## src/rtl/seq_detector_sr.sv

```systemverilog
// Serial-in/parallel-out shift register with a Moore 1011 detector and saturating match counter.
// Define SEQ_DETECTOR_OVERLAP_EN to enable overlapping detection; the default is non-overlapping.
module seq_detector_sr #(
   parameter int WIDTH = 8,
   parameter int CNT_W = 4
) (
   input  logic             clk,
   input  logic             rst,
   input  logic             en,
   input  logic             din,
   output logic [WIDTH-1:0] q_par,
   output logic             valid,
   output logic             match,
   output logic [CNT_W-1:0] count
);

   localparam int FILL_W = $clog2(WIDTH + 1);

   typedef enum logic [2:0] {
      S_IDLE,
      S_G1,
      S_G10,
      S_G101,
      S_HIT
   } state_t;

   state_t             state_q, state_d, state_nxt;
   logic [WIDTH-1:0]   shift_q, shift_d;
   logic [FILL_W-1:0]  fill_q, fill_d;
   logic [CNT_W-1:0]   count_q, count_d;

   // Transition function on din alone; applied only when en is high.
   always_comb begin
      state_nxt = S_IDLE;
      case (state_q)
         S_IDLE: state_nxt = din ? S_G1   : S_IDLE;
         S_G1:   state_nxt = din ? S_G1   : S_G10;
         S_G10:  state_nxt = din ? S_G101 : S_IDLE;
         S_G101: state_nxt = din ? S_HIT  : S_G10;
`ifdef SEQ_DETECTOR_OVERLAP_EN
         S_HIT:  state_nxt = din ? S_G1   : S_G10;
`else
         S_HIT:  state_nxt = din ? S_G1   : S_IDLE;
`endif
         default: state_nxt = S_IDLE;
      endcase
   end

   always_comb begin
      state_d = state_q;
      shift_d = shift_q;
      fill_d  = fill_q;
      count_d = count_q;
      if (en) begin
         state_d = state_nxt;
         shift_d = {shift_q[WIDTH-2:0], din};
         if (fill_q != FILL_W'(WIDTH)) begin
            fill_d = fill_q + 1'b1;
         end
         if ((state_nxt == S_HIT) && (count_q != '1)) begin
            count_d = count_q + 1'b1;
         end
      end
   end

   always_ff @(posedge clk or posedge rst) begin
      if (rst) begin
         state_q <= S_IDLE;
         shift_q <= '0;
         fill_q  <= '0;
         count_q <= '0;
      end else begin
         state_q <= state_d;
         shift_q <= shift_d;
         fill_q  <= fill_d;
         count_q <= count_d;
      end
   end

   assign q_par = shift_q;
   assign valid = (fill_q == FILL_W'(WIDTH));
   assign match = (state_q == S_HIT);
   assign count = count_q;

endmodule

```

## config.mk

```make
export PLATFORM = sky130hd
export DESIGN_NAME = seq_detector_sr
export DESIGN_NICKNAME = d
export VERILOG_FILES = /design/src/rtl/seq_detector_sr.sv
export SDC_FILE = /design/constraint.sdc
export NUM_CORES = 1
export LEC_CHECK = 0
export ABC_CLOCK_PERIOD_IN_PS = 2800
export CAP_MARGIN = 20
export CORE_MARGIN = 3
export CORE_UTILIZATION = 50
export CTS_CLUSTER_SIZE = 16
export DETAILED_ROUTE_END_ITERATION = 8
export PLACE_DENSITY_LB_ADDON = 0.15
export SETUP_SLACK_MARGIN = 0.05
export SYNTH_ARGS = -nofsm -noshare
export SYNTH_HDL_FRONTEND = slang
export SYNTH_SLANG_ARGS = --single-unit
```

## constraint.sdc

```tcl
create_clock -name clk -period 2.8 [get_ports clk]
set_input_delay 0.28 -clock clk [delete_from_list [all_inputs] [get_ports clk]]
set_output_delay 0.28 -clock clk [all_outputs]
set_load 0.01 [all_outputs]
```

==> results.rst <==
.. list-table::
   :header-rows: 1

   * - Metric
     - Value
   * - Outcome
     - finished clean
   * - Antenna-violating nets left
     - 0
   * - Clock insertion delay at the later pin of the skew report
     - 0.29 ns
   * - Vias/cell
     - 5.184
   * - Count of port buffers added during placement
     - 17
   * - DRT Wirelength
     - 1334 um
   * - Reg2reg setup slack
     - roughly 1.3 ns
   * - Startpoint of the worst setup timing path
     - fill_q[0]
   * - Synthesized flop and latch total
     - 19
   * - Starting Density
     - 0.5581
   * - Unrepaired setup endpoints after global routing
     - no
   * - Area of the die
     - roughly 2300 um^2
   * - Global route total overflow
     - 0
   * - Final #Nets
     - 98
   * - Area contributors post-synth
     - sky130_fd_sc_hd__dfrtp_1 53%, sky130_fd_sc_hd__mux2_2 13%, sky130_fd_sc_hd__ha_1 4.2%
   * - Vias after detailed routing
     - 591
   * - Pin count of the biggest net entering global routing
     - 20
   * - Via count of the first global-routing pass
     - 516
   * - Avg Inst Size Synth
     - 12.71 um^2
   * - Clock sink total
     - 19
   * - Ratio of final minimum period to clock period
     - 0.6926
   * - Power density over the cells
     - 792.2 nW/um^2
   * - Worst flop-to-flop path startpoint
     - count[0]
   * - Maximum Capacitance Violations
     - 0
   * - DPL Wire Length
     - 990.1 um
   * - Count of endpoints failing setup in the final report
     - 0
   * - Core area
     - 1594 um^2
   * - First-iteration detailed-routing DRC count
     - 8
   * - Synth area leader
     - sky130_fd_sc_hd__dfrtp_1
   * - Portion of the post-synthesis area used by sequential elements
     - 0.5345
   * - Area share of the largest cell type after synthesis
     - 0.5345
   * - Post-Syn Area
     - 889.6 um^2
   * - Total number of placement rows
     - 14
   * - Number of warnings printed during yosys synthesis
     - 0
   * - H-Tree Level Count
     - 1
   * - Global placer's final weighted congestion
     - 0.7742
   * - Worst VDD drop
     - 541.6 uV
   * - End point of the critical path
     - valid
   * - Kind of critical path
     - register to output port
   * - Util after Layout
     - 0.6978
   * - Length in cells of the worst reg-to-reg path
     - 3
   * - Vert. Die Dim
     - 48.18 um
   * - Library cells used by synthesis
     - 24
   * - Hold buffer count at cts
     - 0
   * - Worst Hold Class
     - primary input to async pin
   * - Worst setup slack after layout
     - 0.8607 ns
   * - Setup total negative slack
     - 0 ns
   * - Global router's overall resource usage
     - 0.1384
   * - Headroom to the max-slew limit
     - 0.5364
   * - Initial antenna violation count
     - 0
   * - Slew at the pin closest to its max-slew limit
     - 0.6947 ns
   * - Capturing point of the worst reg2reg path
     - count[1]
   * - Post-cts repair resize count
     - 0
   * - Post-synth net total
     - just under 80
   * - Post-CTS repair timing setup buffer count
     - 0
   * - Largest buffer count on any clock path
     - 2
   * - Worst EP required
     - 2.52 ns
   * - Hold violation count in the final report
     - 0
   * - First-pass GRT wire length
     - 2166 um
   * - Number of buffers inserted during clock tree synthesis
     - 3
   * - Fillers
     - 128
   * - Critical Path End Type
     - output port
   * - Static Leak
     - 0.4994 nW
   * - I/O pin total
     - 18
   * - Worst Setup Slack post-DPL
     - 0.9789 ns
   * - Area Growth Syn to Fin
     - 25.04%
   * - Upper clock frequency limit
     - a little over 500 MHz
   * - Max Fanout on Critical Path
     - 4
   * - Remaining routing DRC violations
     - 0
   * - Startpoint types
     - register
   * - Post-DR wirelength/cell
     - 11.70 um
   * - Mapped Cells
     - 70
   * - Clock-pin slew reported for the worst setup and hold paths after clock tree synthesis
     - ~0.11 ns
   * - Number of iterations in the first detailed-routing pass
     - 4
   * - Clock tree from TritonCTS
     - done
   * - Pins over their slew limit
     - 0
   * - Layout Skew
     - ~0.0034 ns
   * - Clock Tree Root
     - sky130_fd_sc_hd__clkbuf_4
   * - Horizontal extent of the die
     - 48.18 um
   * - Ratio of cells with drive above 1 in the final layout
     - 0.2111
   * - Min Tclk post-route
     - a little under 2 ns
   * - Critical path arrival
     - about 1.7 ns
   * - Ant. Diodes
     - 0
[stage by stage]
| stage | std cells | instance area [um^2] | hold WS [ns] | total power, mW |
|---|---|---|---|---|
| 2_1_floorplan | 70 | 889.6 | 0.2311 | 0.6108 |
| 3_3_place_gp | 110 | 1085 | 0.4551 | 0.7481 |
| 3_5_place_dp | 110 | 1085 | 0.4584 | 0.7567 |
| 4_1_cts | 114 | 1112 | 0.4117 | 0.8928 |
| 5_1_grt | 114 | 1112 | 0.4222 | 0.9480 |
| 6_report | 114 | 1112 | 0.3823 | 0.8812 |
[metal layers]
| metal | track usage | vias up | share of wire |
|---|---|---|---|
| met5 | 0 | - | 0 |
| met4 | 0.08065 | 0 | 0.011 |
| met3 | 0.03321 | 2 | 0.046 |
| met2 | 0.2109 | 15 | 0.46 |
| met1 | 0.1780 | 293 | 0.48 |
| li1 | - | 281 | - |
[cell type report]
| class | instances | area, um^2 | share of cell area |
|---|---|---|---|
| repair buffers | 18 | 177.7 | 0.1597 |
| multi-input cells | 42 | 375.4 | 0.3375 |
| flip-flops and latches | 19 | 475.5 | 0.4274 |
| clock buffers | 3 | 22.52 | 0.02025 |
| clock inverters | 1 | 5.005 | 0.004499 |
| inverters | 7 | 26.28 | 0.02362 |
| well taps | 24 | 30.03 | 0.02700 |
[registers in the layout, summed over array words and instances, names as in the netlist]
signal   flops
q_par        8
fill_q       4
state_q      3
count        4
[cells in the final DEF (no fill, tap or decap), types with 2 or more instances in the layout]
cell type | netlist | layout
sky130_fd_sc_hd__nor3_1 | 2 | 2
sky130_fd_sc_hd__dfrtp_1 | 19 | 19
sky130_fd_sc_hd__nand2b_1 | 3 | 3
sky130_fd_sc_hd__nand3_1 | 2 | 2
sky130_fd_sc_hd__nor2_1 | 2 | 2
sky130_fd_sc_hd__xnor2_1 | 2 | 2
sky130_fd_sc_hd__a21oi_1 | 2 | 2
sky130_fd_sc_hd__inv_1 | 7 | 7
sky130_fd_sc_hd__ha_1 | 3 | 3
sky130_fd_sc_hd__mux2_2 | 10 | 10
sky130_fd_sc_hd__clkbuf_4 | 0 | 3
sky130_fd_sc_hd__o22ai_1 | 3 | 3
sky130_fd_sc_hd__nand2_1 | 3 | 3
sky130_fd_sc_hd__clkdlybuf4s50_1 | 0 | 17
[cell usage after synthesis]
master and number:
sky130_fd_sc_hd__nand3_1 2, sky130_fd_sc_hd__nand2b_1 3, sky130_fd_sc_hd__nand3b_4 1, sky130_fd_sc_hd__a311oi_4 1
sky130_fd_sc_hd__o22ai_1 3, sky130_fd_sc_hd__xnor2_1 2, sky130_fd_sc_hd__nand2_4 1, sky130_fd_sc_hd__nor2_1 2
sky130_fd_sc_hd__inv_1 7, sky130_fd_sc_hd__o22a_1 1, sky130_fd_sc_hd__mux2_1 1, sky130_fd_sc_hd__mux2_2 10
sky130_fd_sc_hd__nor3_1 2, sky130_fd_sc_hd__buf_4 1, sky130_fd_sc_hd__nand2_1 3, sky130_fd_sc_hd__ha_1 3
sky130_fd_sc_hd__buf_2 1, sky130_fd_sc_hd__dfrtp_1 19, sky130_fd_sc_hd__mux2_4 1, sky130_fd_sc_hd__xor2_1 1
sky130_fd_sc_hd__a21oi_1 2, sky130_fd_sc_hd__and3b_1 1, sky130_fd_sc_hd__nand4_1 1, sky130_fd_sc_hd__o21ai_0 1
[logic make-up after synthesis]
group                    after synthesis  share of synthesized area
buffers and inverters                  9                    0.04360
AND/OR/NAND/NOR                       16                     0.1167
XOR/XNOR                               3                    0.02954
flip-flops                            19                     0.5345
adder cells (fa/ha/maj)                3                    0.04220
multiplexers                          12                     0.1561
AO/OA/AOI/OAI                          8                    0.07736
[report_power, final]
group | total, mW | internal, mW | switching (mW)
registers | 0.439 | 0.358 | 0.0811
logic | 0.307 | 0.191 | 0.117
clock network | 0.135 | 0.0530 | 0.0822
total | 0.881 | 0.601 | 0.280
[worst min-delay path by stage]
stage | endpoint | slack, ns | cells after the start
6_report | fill_q[0] | 0.38 | 2
5_1_grt | fill_q[0] | 0.42 | 2
4_1_cts | fill_q[0] | 0.41 | 2
3_5_place_dp | fill_q[3] | 0.46 | 1
3_3_place_gp | fill_q[3] | 0.46 | 1
2_1_floorplan | count[0] | 0.23 | 1
[critical path, stage by stage (launching register included)]
cell and delay (ns):
sky130_fd_sc_hd__dfrtp_1 0.44, sky130_fd_sc_hd__inv_1 0.07, sky130_fd_sc_hd__ha_1 0.13, sky130_fd_sc_hd__and3b_1 0.19
sky130_fd_sc_hd__clkdlybuf4s50_1 0.55
No activity file was read; power rests on OpenSTA's default activity.
